==> src/rtl/pipeline_ctrl.sv <==
// pipeline_ctrl: hazard and stall controller for the five-stage BU2020 pipeline.
// Decides each cycle whether the PC and the IF_ID/ID_EX/EX_MEM/MEM_WB registers
// load, hold or take a bubble. It handles load-use hazards, taken branches
// resolved in MEM, and multi-cycle data-memory accesses with a timeout watchdog.
// It also keeps saturating stall and flush counters.
//
// Ports:
//   clk, rst                 clock, synchronous active-high reset
//   id_rs1/id_rs2            ID source registers, qualified by id_use_rs1/2
//   ex_rd, ex_memread        EX destination register and load flag
//   mem_branch_taken         taken branch sitting in MEM
//   mem_req, mem_ready       data-memory access request / completion
//   pc_write, pc_sel_branch  PC load enable and branch-target select
//   *_en, *_flush            stage register load enables and bubble inserts
//   mem_timeout              sticky: an access was force-released
//   stall_count, flush_count saturating performance counters
// Control outputs are combinational from the state and the inputs in the same cycle.
module pipeline_ctrl #(
    parameter int unsigned REG_AW      = 4,
    parameter int unsigned MEM_TIMEOUT = 16
) (
    input  logic              clk,
    input  logic              rst,
    input  logic [REG_AW-1:0] id_rs1,
    input  logic [REG_AW-1:0] id_rs2,
    input  logic              id_use_rs1,
    input  logic              id_use_rs2,
    input  logic [REG_AW-1:0] ex_rd,
    input  logic              ex_memread,
    input  logic              mem_branch_taken,
    input  logic              mem_req,
    input  logic              mem_ready,
    output logic              pc_write,
    output logic              pc_sel_branch,
    output logic              if_id_en,
    output logic              id_ex_en,
    output logic              ex_mem_en,
    output logic              mem_wb_en,
    output logic              if_id_flush,
    output logic              id_ex_flush,
    output logic              ex_mem_flush,
    output logic              mem_timeout,
    output logic [15:0]       stall_count,
    output logic [15:0]       flush_count
);

    localparam int unsigned WAIT_W = 8;
    localparam int unsigned CNT_W  = 16;
    localparam logic [WAIT_W-1:0] WAIT_LAST = WAIT_W'(MEM_TIMEOUT - 1);
    localparam logic [CNT_W-1:0]  CNT_MAX   = '1;

    typedef enum logic {
        RUN   = 1'b0,
        MWAIT = 1'b1
    } state_t;

    state_t            state_q, state_d;
    logic [WAIT_W-1:0] wait_cnt_q, wait_cnt_d;
    logic              freeze, timeout_set, branch_flush, lu_stall, hazard;

    // Load-use match between the ID sources and the load in EX.
    assign hazard = ex_memread &&
                    ((id_use_rs1 && (id_rs1 == ex_rd)) ||
                     (id_use_rs2 && (id_rs2 == ex_rd)));

    // State register, sticky timeout flag and saturating counters.
    always_ff @(posedge clk) begin
        if (rst) begin
            state_q     <= RUN;
            wait_cnt_q  <= '0;
            mem_timeout <= 1'b0;
            stall_count <= '0;
            flush_count <= '0;
        end else begin
            state_q    <= state_d;
            wait_cnt_q <= wait_cnt_d;
            if (timeout_set) begin
                mem_timeout <= 1'b1;
            end
            if ((freeze || lu_stall) && (stall_count != CNT_MAX)) begin
                stall_count <= stall_count + CNT_W'(1);
            end
            if (branch_flush && (flush_count != CNT_MAX)) begin
                flush_count <= flush_count + CNT_W'(1);
            end
        end
    end

    // Next state, freeze decision and stage-control outputs.
    always_comb begin
        state_d       = state_q;
        wait_cnt_d    = wait_cnt_q;
        freeze        = 1'b0;
        timeout_set   = 1'b0;
        branch_flush  = 1'b0;
        lu_stall      = 1'b0;
        pc_write      = 1'b1;
        pc_sel_branch = 1'b0;
        if_id_en      = 1'b1;
        id_ex_en      = 1'b1;
        ex_mem_en     = 1'b1;
        mem_wb_en     = 1'b1;
        if_id_flush   = 1'b0;
        id_ex_flush   = 1'b0;
        ex_mem_flush  = 1'b0;

        case (state_q)
            RUN: begin
                if (mem_req && !mem_ready) begin
                    freeze     = 1'b1;
                    state_d    = MWAIT;
                    wait_cnt_d = '0;
                end
            end
            MWAIT: begin
                if (mem_ready) begin
                    state_d = RUN;
                end else if (wait_cnt_q == WAIT_LAST) begin
                    // Watchdog expiry: release as though the memory answered.
                    state_d     = RUN;
                    timeout_set = 1'b1;
                end else begin
                    freeze     = 1'b1;
                    wait_cnt_d = wait_cnt_q + WAIT_W'(1);
                end
            end
            default: state_d = RUN;
        endcase

        if (rst) begin
            // Load bubbles everywhere while the PC is held.
            freeze       = 1'b0;
            timeout_set  = 1'b0;
            pc_write     = 1'b0;
            if_id_flush  = 1'b1;
            id_ex_flush  = 1'b1;
            ex_mem_flush = 1'b1;
        end else if (freeze) begin
            pc_write  = 1'b0;
            if_id_en  = 1'b0;
            id_ex_en  = 1'b0;
            ex_mem_en = 1'b0;
            mem_wb_en = 1'b0;
        end else if (mem_branch_taken) begin
            branch_flush  = 1'b1;
            pc_sel_branch = 1'b1;
            if_id_flush   = 1'b1;
            id_ex_flush   = 1'b1;
            ex_mem_flush  = 1'b1;
        end else if (hazard) begin
            // Hold IF/ID one cycle and push a bubble into ID_EX.
            lu_stall    = 1'b1;
            pc_write    = 1'b0;
            if_id_en    = 1'b0;
            id_ex_flush = 1'b1;
        end
    end

endmodule

==> config.mk <==
export PLATFORM = sky130hd
export DESIGN_NAME = pipeline_ctrl
export DESIGN_NICKNAME = d
export VERILOG_FILES = /design/src/rtl/pipeline_ctrl.sv
export SDC_FILE = /design/constraint.sdc
export NUM_CORES = 1
export LEC_CHECK = 0
export CAP_MARGIN = 20
export CELL_PAD_IN_SITES_DETAIL_PLACEMENT = 1
export CELL_PAD_IN_SITES_GLOBAL_PLACEMENT = 1
export CORE_MARGIN = 5
export CORE_UTILIZATION = 29
export DETAILED_ROUTE_END_ITERATION = 8
export PLACE_DENSITY_LB_ADDON = 0.05
export SETUP_SLACK_MARGIN = 0.3
export SLEW_MARGIN = 20
export SYNTH_ARGS = -nofsm -noshare
export SYNTH_HDL_FRONTEND = slang
export SYNTH_SLANG_ARGS = --single-unit
==> constraint.sdc <==
create_clock -name clk -period 2.6 [get_ports clk]
set_clock_uncertainty 0.2 [all_clocks]
set_input_delay 0.39 -clock clk [delete_from_list [all_inputs] [get_ports clk]]
set_output_delay 0.39 -clock clk [all_outputs]
set_load 0.02 [all_outputs]
==> results.cfg <==
[clock_network]
cts.sinks = 42
cts_hold_buffers = 0
clockBufferDepth = 2
numCtsBuffers = 5
root_buffer = clkbuf_8
htree_levels = 2
path_clk_slew_ns = 0.09
clk-insertion-delay-late_ns = 0.29
cts_tree = yes

[synth]
synth.largest_area_cell = dfxtp_1
synth_area_per_cell_um2 = 8.50
synthMuxAreaShare_pct = 0.977
synth_top_family_by_area = simple AND/OR/NAND/NOR gates
synthAdderAreaFrac_pct = 1.72
yosys_register_bits = 42
synth-simple-area-share_pct = 27.5
synth_area_um2 = 2180
ys_seq_area_share_pct = 38.6
yosys.area.top_type_share_pct = 38.6
synthXorXnorAreaFrac_pct = 10.9
yosys_warnings = 0
ys_types = 45
synth_area_leaders = dfxtp_1 39%, xor2_1 5.6%, xnor2_1 5.2%
synthCells = 256
syn-num-nets = 279
synth-compound-area-share_pct = 15.5

[global_route]
grt_pass1_vias = 2267
antenna_found_initial = 0
grt-ovfl-total = 0
grt_max_degree = 18
grt_pass1_wl_mm = 11.1
grt_use_total_pct = 13.9

[drt]
wl_per_cell_um = 14.2
antenna_left = 0
drtIter0Drc = 35
viasPerCell = 4.88
finalWirelength_mm = 6.43
detail_route.first_pass.iterations = 4
vias = 2210
route.detailed.drc = 0

[finish]
final_common_cell = clkdlybuf4s50_1
drive_gt1_share_pct = 27.1
diodes = 0
multi_input_area_um2 = 1410
most-common-layout-cells = 42 x clkdlybuf4s50_1, 38 x dfxtp_1, 35 x buf_4
fillCellCount = 886
syn_to_final_growth_pct = 60.2
nets = 376
seq_area_um2 = 846
fin_cells = 453

[critical_path]
cp_max_fo = 4
ff2ff_setup_slack_ns = 0.30
criticalPathCategory = reg2out
path_cells = ha_4 > and3_4 > a31o_4 > a21oi_4 > o21ai_1 > buf_4
required_ns = 2.01
max_stage_delay_ns = 0.35
path_buf_inv = 1
worstPathArrival_ns = 1.73
critPathSlowestCell = dfxtp_2
cp-start-kind = flop
critPathCaptureType = output pin
crit_family = compound AO/OA/AOI/OAI gates

[power]
power.leakage_nw = 1.25
power_density_nw_per_um2 = 424
power.total_mw = 1.48
ir_drop_mv = 0.234

[place]
io_buffers = 61
place_inst = 430
hpwl_mm = 4.77
pre_cts_slack_ns = -0.224
place_congestion = 0.736

[sta]
fmax_mhz = 431
setup_tns_ns = 0
hold_violations = 0
setup_viol = 0
finalCritPeriodShare_pct = 89.3
rsz0062_at_grt = yes
slew_viol_final = 0
timing.final.ws_setup_ns = 0.278
fin_hold_ws_ns = 0.300
worst_slew_pin_slew_ns = 0.334
slew_headroom_pct = 77.7
min_period_ns = 2.32

[floorplan]
start_util_pct = 29.9
die_h_um = 96.6
dieArea_um2 = 9340
rows = 31
core_um2 = 7290
fp.dieW_um = 96.6
ios = 62

[hold_path]
hp-class = reg2reg

[run_status]
status = complete, no violations

[job]
max-cap-violations = 0
[area by class of cell]
class | count | share of cell area (%)
multi-input cells | 196 | 40.3
repair buffers | 102 | 27.3
flip-flops and latches | 42 | 24.2
well taps | 99 | 3.55
clock buffers | 5 | 1.97
clock inverters | 3 | 1.97
inverters | 6 | 0.646
[sequential cells by signal, indices dropped and copies added, names as in the netlist]
| register | count |
|---|---|
| flush_count | 16 |
| stall_count | 16 |
| wait_cnt_q | 8 |
| mem_timeout | 1 |
| state_q | 1 |
[worst min-delay path: cells and delay by family, from the launching register on]
| family | cells | cell delay (ns) |
|---|---|---|
| flip-flops | 1 | 0.35 |
| AND/OR/NAND/NOR | 1 | 0.07 |
| AO/OA/AOI/OAI | 1 | 0.05 |
[routing by layer]
| layer | vias to the layer above | part of all wire, % | global-route usage, % |
|---|---|---|---|
| met4 | 0 | 0.59 | 2.59 |
| met5 | - | 0 | 0 |
| met1 | 1069 | 44 | 16.9 |
| met3 | 2 | 3.1 | 3.24 |
| li1 | 1108 | - | - |
| met2 | 31 | 52 | 24.9 |
[cell families (layout without fill, tap and decap cells)]
group           count (synthesis)  after routing
xor+xnor                       27             27
compound gates                 50             50
mux                             2              2
fa+ha+maj                       3              3
flops                          42             42
simple gates                  114            114
buf+inv                        18            116
[worst paths after layout]
check | start | endpoint | depth (start not counted)
worst max-delay path | wait_cnt_q[0] | id_ex_flush | 6
worst min-delay path | mem_timeout | mem_timeout | 2
worst max register to register | wait_cnt_q[0] | stall_count[13] | 8
worst min register to register | mem_timeout | mem_timeout | 2
[power breakdown]
part	leakage, nW	internal [mW]	switching, mW
Sequential	0.341	0.648	0.00561
Clock	0.0683	0.385	0.244
Combinational	0.845	0.103	0.0932
Total	1.25	1.14	0.343
[cell usage after synthesis (all sizes together)]
cell type	count
a21oi	17
a22oi	1
a31o	1
a31oi	4
a32oi	1
and2	3
and3	9
and4	1
buf	8
clkbuf	4
dfxtp	42
ha	3
inv	6
mux2	1
mux2i	1
nand2	19
nand3	20
nand3b	1
nand4	8
nor2	29
nor2b	2
nor3	2
nor3b	1
nor4	3
o2111a	1
o2111ai	1
o211ai	1
o21ai	13
o21bai	1
o22a	1
o22ai	1
o31ai	7
or2	1
or3	9
or4	6
xnor2	13
xor2	14
[metrics by stage]
step	area (µm²)	util [%]
after floorplan	2190	-
after global placement	3060	42.0
after detailed placement	3060	42.0
after CTS	3340	45.8
after global routing	3490	47.8
final	3490	47.8
[what timing repair did]
item                                    CTS  global route
gates cloned                              2             0
hold endpoints to repair                  0             0
resized for setup                        66            37
endpoints found under the setup margin   25            27
pin swaps                                23            18
buffers inserted                         11             2
Power figures use the tool's default switching activity.
==> patch 1, RTL diff (config.mk and constraints unchanged) <==
`REG_AW`: 4 -> 3.
--- a/src/rtl/pipeline_ctrl.sv
+++ b/src/rtl/pipeline_ctrl.sv
@@ -18,3 +18,3 @@
 module pipeline_ctrl #(
-    parameter int unsigned REG_AW      = 4,
+    parameter int unsigned REG_AW      = 3,
     parameter int unsigned MEM_TIMEOUT = 16
Ports: changed (resized ex_rd, id_rs1 and id_rs2); port bits go from 62 to 59. The function was not compared with the original's and may differ.
==> patch 1 against the unedited design <==
Power is 7.8% lower. Utilization is 3.0 points lower. Routed wire length is 14% higher. Cell area is 5.1% higher. Highest routed layer unchanged. Clock power is 19% lower. Largest cell class unchanged. Worst setup slack better by 22 ps. Synthesized area is 11% higher. Combinational power hardly changed. First-iteration DRC count is 11% lower. Sequential cell count stayed put.
==> patch 1: results (changes against the unedited design) <==
metric,value,unit,change
number of buffers added on ports,58,,was 61
maximum vdd ir drop,180,µV,was 234 µV
sequential fraction of the synthesis area,34.7,%,was 38.6%
area of combinational cells with multiple inputs,0.00172,mm²,was 0.00141 mm²
terminating pin of the worst hold path,flush_count[15],,was mem_timeout
global-route usage over all layers,14.8,%,was 13.9%
"Net count, final",390,,was 376
Post-Syn Nets,304,,was 279
num rows,33,,was 31
start point of the worst hold path,flush_count[15],,was mem_timeout
Pleak,1.31,nW,was 1.25 nW
number of buffers outside the clock class in the layout,94,,was 102
post-route worst hold slack,316,ps,was 300 ps
inverters,8,,was 6
# Post-CTS Setup Buffers,3,,was 11
endpoint of the worst-slack reg-to-reg timing path,stall_count[5],,was stall_count[13]
post-synth cell types,48,,was 45
register-to-register setup slack,340,ps,was 300 ps
multi-input logic cell count,219,,was 196
post-synthesis mux area share,9.55,%,was 0.977%
sequential portion of the cell area,23.1,%,was 24.2%
non-clock buffer share of cell area,22.6,%,was 27.3%
share of the synthesized netlist area taken by xor and xnor gates,4.70,%,was 10.9%
Fillers,962,,was 886
status,finished clean,,unchanged
vias in the first global route,2498,,"was 2,267"
patch 1: cell types whose count changed after synthesis, moves of 6 or more:
| cell | change |
|---|---|
| xor2_1 | -11 |
| mux2_2 | +16 |
| a211oi_1 | +6 |
| nand3_1 | -10 |
| nor2b_1 | +13 |
| o31ai_1 | -6 |
| nand2b_1 | +12 |
patch 1: through the flow:
step	total power, mW	instances	area (µm²)	setup WS [ps]	TNS (ps)
floorplan	0.766	284	2430	291	0
global placement	0.852	459	3270	-529	-4810
detailed placement	0.855	459	3270	-490	-5650
CTS	1.37	470	3560	270	0
global route	1.43	476	3670	242	0
finish	1.36	476	3670	300	0
patch 1: layer usage:
metal  track usage [%]  wire (µm)  up-vias
met3              2.82        245        5
met1              18.8       3330     1185
met2              26.0       3700       36
met5                 0          0        -
met4              3.68         68        0
li1                  -          -     1194
patch 1: report_power, final:
part	internal, mW	total, mW	switching (mW)
clock	0.269	0.508	0.240
combinational	0.0921	0.196	0.104
sequential	0.649	0.658	0.00874
total	1.01	1.36	0.353
==> patch 2, RTL diff (same settings) <==
Made on the original files. Register the output `flush_count` once more, cleared by the reset; this adds one clock of latency there. The other outputs are not delayed to match.
--- a/src/rtl/pipeline_ctrl.sv
+++ b/src/rtl/pipeline_ctrl.sv
@@ -56,2 +56,4 @@
 
+    logic [15:0] flush_count_s0;
+
     state_t            state_q, state_d;
@@ -72,3 +74,3 @@
             stall_count <= '0;
-            flush_count <= '0;
+            flush_count_s0 <= '0;
         end else begin
@@ -82,4 +84,4 @@
             end
-            if (branch_flush && (flush_count != CNT_MAX)) begin
-                flush_count <= flush_count + CNT_W'(1);
+            if (branch_flush && (flush_count_s0 != CNT_MAX)) begin
+                flush_count_s0 <= flush_count_s0 + CNT_W'(1);
             end
@@ -158,2 +160,10 @@
 
+    always_ff @(posedge clk) begin
+        if (rst) begin
+            flush_count <= '0;
+        end else begin
+            flush_count <= flush_count_s0;
+        end
+    end
+
 endmodule
Check against the original RTL: not equivalent (Yosys sat finds a counterexample within 4 cycles, from zero or initial values and one cycle with rst high).
==> patch 2 against the unedited design <==
Cell area up 17%. Sequential cell count up 16. Synthesized area up 25%. Worst setup slack worse by 83 ps. Power up 27%. Via count up 14%. Routed wire length up 18%. Critical path type is now in2out. Largest cell class unchanged.
==> patch 2: results (changes against the unedited design) <==
metric,value,unit,change
global routing met2 resource utilization,24.1,%,was 24.9%
total clock buffers created by CTS,9,,was 5
Pleak,1.52,nW,was 1.25 nW
"top cells by count, synth","dfxtp_1 (58), nor2_1 (39), nand2_1 (24), xnor2_1 (21), nor2b_1 (20)",,"was dfxtp_1 (42), nor2_1 (29), nand3_1 (20), nand2_1 (19), a21oi_1 (16)"
status,finished clean,,unchanged
"Net count, final",427,,was 376
"Slowest-stage cell, CP",clkdlybuf4s50_1,,was dfxtp_2
Routability Congestion,0.735,,was 0.736
"worst slack, placed",-317,ps,was -224 ps
global-route usage over all layers,14.0,%,was 13.9%
post-synth cell types,54,,was 45
initial detailed-routing violation count,59,,was 35
maximum number of pins on one net before global-route repair,45,,was 18
cell class contributing the biggest share of worst-path delay,buffers and inverters,,was compound AO/OA/AOI/OAI gates
worst slew margin relative to its limit,67.3,%,was 77.7%
met3 track demand over resource in global routing,4.39,%,was 3.24%
maximum vdd ir drop,175,µV,was 234 µV
Combinational Power,0.226,mW,was 0.196 mW
registers with the highest flip-flop counts,"flush_count: 16 flops, flush_count_s0: 16 flops, stall_count: 16 flops",,"was flush_count: 16 flops, stall_count: 16 flops, wait_cnt_q: 8 flops"
first-pass GRT wire length,12600,µm,"was 11,100 µm"
length in cells of the worst reg-to-reg path,9,,was 8
Min-Delay Path Class,in2reg,,was reg2reg
vias in the first global route,2633,,"was 2,267"
sequential fraction of the synthesis area,42.6,%,was 38.6%
warnings from Yosys,0,,unchanged
largest incremental delay on the critical path,430,ps,was 350 ps
cell types occupying the most area after synthesis,"dfxtp_1 (43%), xnor2_1 (6.8%), nor2_1 (5.4%), nor2b_1 (4.6%), nand3_1 (3.5%)",,"was dfxtp_1 (39%), xor2_1 (5.6%), xnor2_1 (5.2%), nor2_1 (5.0%), nand3_1 (4.6%)"
level count of the clock H-tree,3,,was 2
dpl hpwl,5430,µm,was 4770 µm
number of vias after detailed routing,2514,,"was 2,210"
"Clk pin slew, worst setup/hold paths",70,ps,was 90 ps
"Data arrival, critical path",1810,ps,was 1730 ps
fraction of layout cells with a size suffix above 1,28.1,%,was 27.1%
internal power,1.38,mW,was 1.14 mW
met1 GRT Util,15.8,%,was 16.9%
Skew-Pair Late Insertion Delay,340,ps,was 290 ps
-- patch 2: final timing paths --
kind / from / endpoint / slack [ps]
setup / recovery: mem_ready / id_ex_flush / 200
hold / removal: rst / mem_timeout / 200
setup reg to reg: wait_cnt_q[0] / stall_count[15] / 310
hold reg to reg: flush_count_s0[8] / flush_count[8] / 290
-- patch 2: through the flow --
stage	power (mW)	cell area, µm²	instances	TNS, ps
6_report	1.87	4090	520	0
3_3_place_gp	1.11	3640	493	-1860
4_1_cts	1.89	3930	515	0
3_5_place_dp	1.12	3640	493	-2560
2_1_floorplan	1.02	2720	298	0
5_1_grt	1.97	4090	520	0
-- patch 2: layout make-up --
cell class | count | area (µm²)
well taps | 111 | 139
multi-input cells | 223 | 1610
flip-flops and latches | 58 | 1170
clock buffers | 11 | 141
repair buffers | 104 | 968
fillers | 1075 | 5110
clock inverters | 5 | 30.0
inverters | 8 | 30.0
-- patch 2: kinds of logic (layout without fill, tap and decap cells) --
group	after synthesis	count (layout)	share of synthesized area [%]
AND/OR/NAND/NOR	142	142	29.0
buffers and inverters	18	128	3.86
adder cells (fa/ha/maj)	3	3	1.38
XOR/XNOR	26	26	8.36
flip-flops	58	58	42.6
multiplexers	9	9	3.72
AO/OA/AOI/OAI	42	43	11.0
-- patch 2: what timing repair did --
| action | CTS | global route |
|---|---|---|
| setup buffers | 5 | 5 |
| gates cloned | 1 | 0 |
| pin swaps | 8 | 15 |
| resized for setup | 70 | 29 |
| setup endpoints to repair | 25 | 25 |
-- patch 2: metal layers --
layer	vias to the layer above	part of all wire (%)
li1	1253	-
met1	1193	45
met2	57	48
met3	11	5.2
met4	0	1.9
met5	-	0
